<file path="src/rtl/mem_arbiter_n_pkg.sv">
// Shared types and constants for the N-channel memory arbiter.
package mem_arbiter_n_pkg;

    localparam int unsigned MEMORY_WIDTH    = 32;
    localparam int unsigned ADDR_W          = 32;
    localparam int unsigned OWNER_W         = 3;
    localparam int unsigned TMO_W           = 16;

    localparam int unsigned MODE_FIXED      = 0;
    localparam int unsigned MODE_RR         = 1;
    localparam int unsigned DEFAULT_TIMEOUT = 255;

    typedef enum logic [1:0] {
        ARB_IDLE = 2'd0,
        ARB_BUSY = 2'd1,
        ARB_DONE = 2'd2
    } arb_state_e;

    // Direction and address of the request selected for the memory port.
    typedef struct packed {
        logic              rw;
        logic [ADDR_W-1:0] addr;
    } mem_cmd_t;

endpackage

</file>
<file path="src/rtl/mem_arbiter_n_rr_picker.sv">
// Combinational winner selection: lowest index (fixed) or first set index
// after base, wrapping modulo NCH (round-robin).
module rr_picker #(
    parameter int unsigned NCH = 2,
    parameter int unsigned IW  = 1
) (
    input  logic [NCH-1:0] req,
    input  logic [IW-1:0]  base,
    input  logic           mode_rr,
    output logic [IW-1:0]  winner_c,
    output logic           found_c
);

    localparam int unsigned CW = IW + 1;

    logic [CW-1:0] cand;

    // Scan candidates in priority order; the first requesting one wins.
    always_comb begin
        winner_c = '0;
        found_c  = 1'b0;
        cand     = '0;
        for (int unsigned k = 0; k < NCH; k++) begin
            cand = mode_rr ? (CW'(base) + CW'(k) + CW'(1)) : CW'(k);
            if (cand >= CW'(NCH)) begin
                cand = cand - CW'(NCH);
            end
            if (!found_c && req[cand[IW-1:0]]) begin
                found_c  = 1'b1;
                winner_c = cand[IW-1:0];
            end
        end
    end

endmodule

</file>
<file path="src/rtl/mem_arbiter_n.sv">
// NCH-channel arbiter sharing one synchronous memory port; one access in
// flight. Optional ack watchdog enabled by defining ARB_TIMEOUT_EN.
module mem_arbiter_n
    import mem_arbiter_n_pkg::*;
#(
    parameter int unsigned NCH     = 2,
    parameter int unsigned WIDTH   = MEMORY_WIDTH,
    parameter int unsigned MODE    = MODE_RR,
    parameter int unsigned TIMEOUT = DEFAULT_TIMEOUT
) (
    input  logic                    clk,
    input  logic                    reset,
    input  logic [NCH-1:0]          ch_req,
    input  logic [NCH-1:0]          ch_rw,
    input  logic [NCH*ADDR_W-1:0]   ch_addr,
    input  logic [NCH*WIDTH-1:0]    ch_wdata,
    output logic [NCH-1:0]          ch_ack,
    output logic                    ch_err,
    output logic [WIDTH-1:0]        ch_rdata,
    output logic [OWNER_W-1:0]      owner,
    output logic                    mem_enable,
    output logic                    mem_rw,
    output logic [ADDR_W-1:0]       mem_addr,
    output logic [WIDTH-1:0]        mem_data_in,
    input  logic [WIDTH-1:0]        mem_data_out,
    input  logic                    mem_ack
);

    localparam int unsigned IW = (NCH > 1) ? $clog2(NCH) : 1;

    // Reject unsupported configurations at elaboration.
    if (NCH < 2 || NCH > 8) begin : g_bad_nch
        $error("mem_arbiter_n: NCH must be 2..8");
    end
    if (TIMEOUT < 1 || TIMEOUT > 65535) begin : g_bad_timeout
        $error("mem_arbiter_n: TIMEOUT must be 1..65535");
    end

    arb_state_e         state_q, state_d;
    logic [OWNER_W-1:0] owner_q, owner_d;
    logic [IW-1:0]      rr_ptr_q, rr_ptr_d;
    logic               mem_enable_q, mem_enable_d;
    logic               mem_rw_q, mem_rw_d;
    logic [ADDR_W-1:0]  mem_addr_q, mem_addr_d;
    logic [WIDTH-1:0]   mem_data_in_q, mem_data_in_d;
    logic [WIDTH-1:0]   ch_rdata_q, ch_rdata_d;
    logic [NCH-1:0]     ch_ack_q, ch_ack_d;
`ifdef ARB_TIMEOUT_EN
    logic               ch_err_q, ch_err_d;
    logic [TMO_W-1:0]   timer_q, timer_d;
`endif

    logic [IW-1:0]      win_c;
    logic               found_c;
    mem_cmd_t           sel_cmd;
    logic [WIDTH-1:0]   sel_wdata;
    logic [NCH-1:0]     owner_onehot;

    rr_picker #(
        .NCH (NCH),
        .IW  (IW)
    ) u_picker (
        .req      (ch_req),
        .base     (rr_ptr_q),
        .mode_rr  (MODE == MODE_RR),
        .winner_c (win_c),
        .found_c  (found_c)
    );

    // Route the winning channel's command and write data, and decode the owner.
    always_comb begin
        sel_cmd      = '0;
        sel_wdata    = '0;
        owner_onehot = '0;
        for (int unsigned i = 0; i < NCH; i++) begin
            if (IW'(i) == win_c) begin
                sel_cmd.rw   = ch_rw[i];
                sel_cmd.addr = ch_addr[ADDR_W*i +: ADDR_W];
                sel_wdata    = ch_wdata[WIDTH*i +: WIDTH];
            end
            owner_onehot[i] = (OWNER_W'(i) == owner_q);
        end
    end

    // Next-state and registered-output logic for IDLE -> BUSY -> DONE.
    always_comb begin
        state_d       = state_q;
        owner_d       = owner_q;
        rr_ptr_d      = rr_ptr_q;
        mem_enable_d  = mem_enable_q;
        mem_rw_d      = mem_rw_q;
        mem_addr_d    = mem_addr_q;
        mem_data_in_d = mem_data_in_q;
        ch_rdata_d    = ch_rdata_q;
        ch_ack_d      = '0;
`ifdef ARB_TIMEOUT_EN
        ch_err_d      = 1'b0;
        timer_d       = timer_q;
`endif
        case (state_q)
            ARB_IDLE: begin
                if (found_c) begin
                    state_d       = ARB_BUSY;
                    owner_d       = OWNER_W'(win_c);
                    rr_ptr_d      = win_c;
                    mem_enable_d  = 1'b1;
                    mem_rw_d      = sel_cmd.rw;
                    mem_addr_d    = sel_cmd.addr;
                    mem_data_in_d = sel_wdata;
`ifdef ARB_TIMEOUT_EN
                    timer_d       = '0;
`endif
                end
            end
            ARB_BUSY: begin
                if (mem_ack) begin
                    if (mem_rw_q) begin
                        ch_rdata_d = mem_data_out;
                    end
                    mem_enable_d = 1'b0;
                    ch_ack_d     = owner_onehot;
                    state_d      = ARB_DONE;
                end
`ifdef ARB_TIMEOUT_EN
                else if (timer_q == TMO_W'(TIMEOUT - 1)) begin
                    mem_enable_d = 1'b0;
                    ch_rdata_d   = '0;
                    ch_ack_d     = owner_onehot;
                    ch_err_d     = 1'b1;
                    state_d      = ARB_DONE;
                end else begin
                    timer_d = timer_q + TMO_W'(1);
                end
`endif
            end
            ARB_DONE: begin
                state_d = ARB_IDLE;
            end
            default: begin
                state_d = ARB_IDLE;
            end
        endcase
    end

    // State and output registers; reset abandons any in-flight access.
    always_ff @(posedge clk or negedge reset) begin
        if (!reset) begin
            state_q       <= ARB_IDLE;
            owner_q       <= '0;
            rr_ptr_q      <= IW'(NCH - 1);
            mem_enable_q  <= 1'b0;
            mem_rw_q      <= 1'b0;
            mem_addr_q    <= '0;
            mem_data_in_q <= '0;
            ch_rdata_q    <= '0;
            ch_ack_q      <= '0;
`ifdef ARB_TIMEOUT_EN
            ch_err_q      <= 1'b0;
            timer_q       <= '0;
`endif
        end else begin
            state_q       <= state_d;
            owner_q       <= owner_d;
            rr_ptr_q      <= rr_ptr_d;
            mem_enable_q  <= mem_enable_d;
            mem_rw_q      <= mem_rw_d;
            mem_addr_q    <= mem_addr_d;
            mem_data_in_q <= mem_data_in_d;
            ch_rdata_q    <= ch_rdata_d;
            ch_ack_q      <= ch_ack_d;
`ifdef ARB_TIMEOUT_EN
            ch_err_q      <= ch_err_d;
            timer_q       <= timer_d;
`endif
        end
    end

    assign owner       = owner_q;
    assign mem_enable  = mem_enable_q;
    assign mem_rw      = mem_rw_q;
    assign mem_addr    = mem_addr_q;
    assign mem_data_in = mem_data_in_q;
    assign ch_rdata    = ch_rdata_q;
    assign ch_ack      = ch_ack_q;
`ifdef ARB_TIMEOUT_EN
    assign ch_err      = ch_err_q;
`else
    assign ch_err      = 1'b0;
`endif

endmodule

</file>
<file path="config.mk">
export PLATFORM = sky130hd
export DESIGN_NAME = mem_arbiter_n
export DESIGN_NICKNAME = d
export VERILOG_FILES = /design/src/rtl/mem_arbiter_n_pkg.sv /design/src/rtl/mem_arbiter_n_rr_picker.sv /design/src/rtl/mem_arbiter_n.sv
export SDC_FILE = /design/constraint.sdc
export NUM_CORES = 1
export LEC_CHECK = 0
export BUFFER_PORTS_ARGS = -buffer_cell sky130_fd_sc_hd__buf_2
export CAP_MARGIN = 20
export CORE_ASPECT_RATIO = 1.4
export CORE_MARGIN = 2
export CORE_UTILIZATION = 40
export CTS_BUF_LIST = sky130_fd_sc_hd__clkbuf_4 sky130_fd_sc_hd__clkbuf_8 sky130_fd_sc_hd__clkbuf_16
export CTS_CLUSTER_SIZE = 12
export DETAILED_ROUTE_END_ITERATION = 10
export PLACE_DENSITY = 0.74
export SKIP_LAST_GASP = 1
export SLEW_MARGIN = 25
export SYNTH_ARGS = -nofsm -noshare
export SYNTH_HDL_FRONTEND = slang
export SYNTH_SLANG_ARGS = --single-unit
</file>
<file path="constraint.sdc">
create_clock -name clk -period 2.26 [get_ports clk]
set_input_delay 0.339 -clock clk [delete_from_list [all_inputs] [get_ports clk]]
set_output_delay 0.339 -clock clk [all_outputs]
set_load 0.02 [all_outputs]
</file>
==> impl_metrics.ini, run 1 <==
[detailed_routing]
route.detailed.drc = 0
met3_wirelength_um = 898
post_drt_wl_per_cell_um = 15.1
drt.antenna.violating_nets = 0
drt-met1-wl_um = 3730
vias = 3457
top_layer = met4
wl_met2_um = 6010
vias_per_cell = 4.79
drt_wl_total_um = 10900
drtIter0Drc = 48
first_pass_iters = 3

[worst_setup_path]
critPathLaunchType = flop
path_max_fanout = 33
cp_data_required_time_ns = 2.47
path_buf_inv = 1
path_cells = a21bo_4 -> buf_12 -> mux2_1 -> mux2_2
slowest_delay_ns = 0.56
cp_top_family = multiplexers
crit_slowest_cell = dfstp_2
arrival_ns = 1.91
critPathKind = reg -> reg
end_kind = flop

[die]
die-area_mm2 = 0.0125
num_rows = 46
die_y_um = 132
die-width_um = 95.2
core_mm2 = 0.0113
start_util_pct = 41.1
io_pins = 271

[grt]
first_global_vias = 3691
grt_pass1_wl_um = 16900
grt_max_degree = 57
grt-ovfl-total = 0
grt_usage_pct = 17.2
antenna_found_initial = 1

[sta]
worst_slack_ns = 0.565
max_freq_ghz = 0.590
finalHoldViolCount = 0
rsz0062_at_grt = false
min_period_ns = 1.70
hold_ws_ns = 0.217
period_share_pct = 75.0
slew_violations = 0
fin_setup_tns_ns = 0
final.setup_skew_ns = 0.00665
setup-violations-final = 0

[cells_and_area]
final_common_cell = buf_2
multiInputGateArea_mm2 = 0.00194
layout-drive-gt1-share_pct = 72.2
final_cell_mix = buf_2, mux2_2, dfrtp_1
fin_cells = 721
syn2layout_area_growth_pct = 38.5
final_nets = 738
nFillCells = 944
regArea_mm2 = 0.00260

[yosys]
yosysUniqueCellTypes = 21
ys.flop_type = dfrtp_1
synth.ff_latch_count = 104
yosysWarnings = 0
synth_area_per_cell_um2 = 15.4
yosys.area_share.simple_pct = 0.940
synth_area_mm2 = 0.00466
synthAdderAreaFrac_pct = 0
synth.mux.area_fraction_pct = 39.2
synth_top_family_by_area = multiplexers
synthXorXnorAreaFrac_pct = 0
async_flop_share_pct = 100
synth-edff-count = 0
synth-compound-area-share_pct = 0.833
synthCells = 303
yosysSeqAreaShare_pct = 55.9

[clocking]
h-tree-depth = 3
clock_path_buffers = 2
cts.sinks = 104
clkLatencyLatePin_ns = 0.33
cts_hold_buf = 1
cts_tree = yes
clock-root-buffer = clkbuf_16
cts_resized = 0
cts_buffers = 9
clk_pin_slew_ns = 0.06
post_cts_buffers = 0

[placed_design]
pre_cts_ws_ns = 0.566
dp_cells = 703
place_congestion = 0.776
dp_hpwl_um = 8730
port_buffers = 267

[outcome]
status = complete, no violations

[power_and_ir_drop]
ir_drop_v = 0.000774
p_per_area_mw_per_mm2 = 1380
p_leak_nw = 3.21
finalPower_mw = 8.91

[worst_hold_path]
hold_path.class = in -> reg

[flow_run]
maxCapViolations = 0
-- state kept, by name, summed over array words and instances, names as in the netlist --
signal and flops:
mem_enable 1, owner 1, ch_ack 2, ch_rdata 32
mem_addr 32, mem_data_in 32, rr_ptr_q 1, mem_rw 1
state_q 2
-- synth_stat cells (2+ instances only) --
cell type	instances	share of area, %
buf_6	5	1.2
mux2_2	123	30
nor2_1	2	0.16
buf_4	3	0.48
dfrtp_1	103	55
nand2_1	3	0.24
mux2_1	39	9.4
buf_2	12	1.3
-- where the power goes --
part	internal, mW	switching, mW
clock	0.804	0.638
sequential	2.82	0.442
combinational	1.89	2.32
-- worst register-to-register path: cells and delay by family, from the launching register on --
| family | cells | cell delay (ns) |
|---|---|---|
| flip-flops | 1 | 0.56 |
| multiplexers | 2 | 0.66 |
| AO/OA/AOI/OAI | 1 | 0.16 |
| buffers and inverters | 1 | 0.20 |
-- metrics by stage --
stage | utilization [%] | cell area [um^2]
global route | 56.9 | 6450
global placement | 54.3 | 6150
CTS | 56.9 | 6450
floorplan | - | 4660
finish | 56.9 | 6450
detailed placement | 54.3 | 6150
-- logic make-up (layout without fill, tap and decap cells) --
kind of cell | Yosys count | count (layout)
flip-flops | 104 | 104
other | 1 | 4
AND/OR/NAND/NOR | 9 | 9
AO/OA/AOI/OAI | 6 | 6
multiplexers | 162 | 162
buffers and inverters | 21 | 292
-- routing by layer --
metal  up-vias  global-route usage [%]
met5         -                       0
met4         0                    7.33
met3        22                    4.19
met2       162                    32.0
met1      1662                    17.7
li1       1611                       -
-- worst paths after layout --
kind                       startpoint             end  slack (ns)  cells after the start
max                          rr_ptr_q  mem_data_in[4]        0.56                      4
min                           mem_ack      state_q[0]        0.22                      2
max reg2reg                  rr_ptr_q  mem_data_in[4]        0.56                      4
min reg2reg                mem_enable      mem_enable        0.47                      2
max in group asynchronous       reset        rr_ptr_q        1.16                      3
min in group asynchronous       reset     ch_rdata[2]        0.46                      2
-- final cells by class --
cell class	instances	area share [%]
Tap cell	144	2.79
Timing Repair Buffer	275	22.3
Multi-Input combinational cell	180	30.0
Clock buffer	12	3.94
Clock inverter	4	0.466
Inverter	1	0.0582
Sequential cell	104	40.4
Antenna cell	1	0.0388
Note: power is estimated with default switching activity, not from simulation.
==> inputs of run 2 (changes only) <==
- clock period: 2.26 -> 1.6 ns (I/O delays scaled with it)
==> impl_metrics.ini, run 2 (synthesized netlist as in run 1, its figures left out) <==
[die]
num_rows = 46
die-width_um = 95.2
io_pins = 271
core_mm2 = 0.0113
start_util_pct = 41.1
die-area_mm2 = 0.0125
die_y_um = 132

[worst_setup_path]
rrSetupSlack_ns = -0.11
path_max_fanout = 6
r2r-end = mem_addr[31]
reg2reg_from = rr_ptr_q
critPathKind = reg -> reg
worstRegToRegCells = 5
arrival_ns = 1.92
critPathLaunchType = flop
cp_data_required_time_ns = 1.81
end_kind = flop

[worst_hold_path]
holdPathStages = 2
hold_path.class = in -> reg
worstHoldStart = mem_ack
hold_end = state_q[0]

[cells_and_area]
n_antenna_cell = 0
final_nets = 754
multiInputGateArea_mm2 = 0.00212
nFillCells = 944
final_cell_mix = buf_2, dfrtp_1, mux2_2
layout-drive-gt1-share_pct = 77.0
regArea_mm2 = 0.00260
fin_cells = 735
fin_area_mm2 = 0.00697
final_common_cell = buf_2
syn2layout_area_growth_pct = 49.8

[outcome]
violations = setup timing
status = finished with violations

[placed_design]
pre_cts_ws_ns = -0.105
place_area_mm2 = 0.00623
dp_cells = 708
port_buffers = 267
place_congestion = 0.734
dp_hpwl_um = 8780

[sta]
rsz0062_at_grt = true
finalHoldViolCount = 0
slew_violations = 0
period_share_pct = 107
min_period_ns = 1.71
fin_setup_tns_ns = -3.88
max_freq_ghz = 0.585
worst_slack_ns = -0.109
final.setup_skew_ns = 0.00722
setup-violations-final = 65

[detailed_routing]
post_drt_wl_per_cell_um = 16.6
route.detailed.drc = 0
first_pass_iters = 4
drt_wl_total_um = 12200
drt.antenna.violating_nets = 0
vias_per_cell = 4.90
vias = 3604
drtIter0Drc = 73

[grt]
gr-usage-met2_pct = 34.5
first_global_vias = 3906
grt_usage_pct = 18.2
grt_use_met3_pct = 4.59
grt_max_degree = 47
antenna_found_initial = 0
grtUsageMet1_pct = 17.9
grt-ovfl-total = 0
grt_pass1_wl_um = 17800
grt.busiest_layer = met2

[clocking]
clock_path_buffers = 2
clk_pin_slew_ns = 0.06
clkLatencyLatePin_ns = 0.34
clock-root-buffer = clkbuf_16
cts.sinks = 104
cts_buffers = 9
h-tree-depth = 3
cts_tree = yes

[power_and_ir_drop]
p_per_area_mw_per_mm2 = 1940
ir_drop_v = 0.000973
p_leak_nw = 3.60

[flow_run]
maxCapViolations = 0
==> run 2: cell types whose count changed in the layout (fill, tap and decap cells not counted), moves of 3 or more <==
cell and delta:
mux2_4 +48, mux2_2 -24, mux2_1 -24, buf_12 +7, clkbuf_16 +3
==> run 2: stage by stage <==
step	power (mW)	hold slack (ns)	util, %
global route	14.3	0.123	61.5
detailed placement	10.8	0.146	55.0
global placement	10.6	0.148	55.0
floorplan	8.59	-0.0556	-
CTS	13.4	0.101	59.5
finish	13.5	0.108	61.5
==> run 2: final cells by class <==
| type | instances | share of cell area (%) |
|---|---|---|
| repair buffers | 291 | 25.1 |
| well taps | 144 | 2.58 |
| clock inverters | 5 | 1.17 |
| flip-flops and latches | 104 | 37.3 |
| inverters | 1 | 0.0538 |
| multi-input cells | 180 | 30.3 |
| clock buffers | 10 | 3.43 |
==> run 2: repair_timing <==
action	in CTS	in global routing
endpoints found under the setup margin	65	65
hold endpoints to repair	17	0
resized for setup	17	41
hold buffers	1	0
cloned	3	3
pin swaps	1	1
setup buffers	3	3
==> run 2: worst max path at each step <==
stage	start	endpoint	slack (ns)	cells past startpoint
2_1_floorplan	rr_ptr_q	mem_addr[19]	-0.01	5
3_5_place_dp	rr_ptr_q	mem_data_in[26]	-0.10	4
3_3_place_gp	rr_ptr_q	mem_data_in[27]	-0.05	4
5_1_grt	rr_ptr_q	mem_addr[31]	-0.14	5
4_1_cts	rr_ptr_q	mem_data_in[31]	-0.11	5
6_report	rr_ptr_q	mem_addr[31]	-0.11	5
==> run 2: worst max-delay path: stages, from the launching register on <==
cell,delay [ns]
dfstp_2,0.54
a21bo_4,0.17
buf_12,0.15
clkbuf_16,0.16
mux2_4,0.30
mux2_2,0.27
==> run 2: power by group <==
group	switching, mW	internal, mW
clock	0.927	1.40
sequential	0.650	3.98
combinational	3.45	3.13
total	5.02	8.51
==> run 2: routing by layer <==
layer / wire length [um] / part of all wire [%]
met5: 0 / 0
met4: 306 / 2.5
met3: 988 / 8.1
met2: 6480 / 53
met1: 4410 / 36
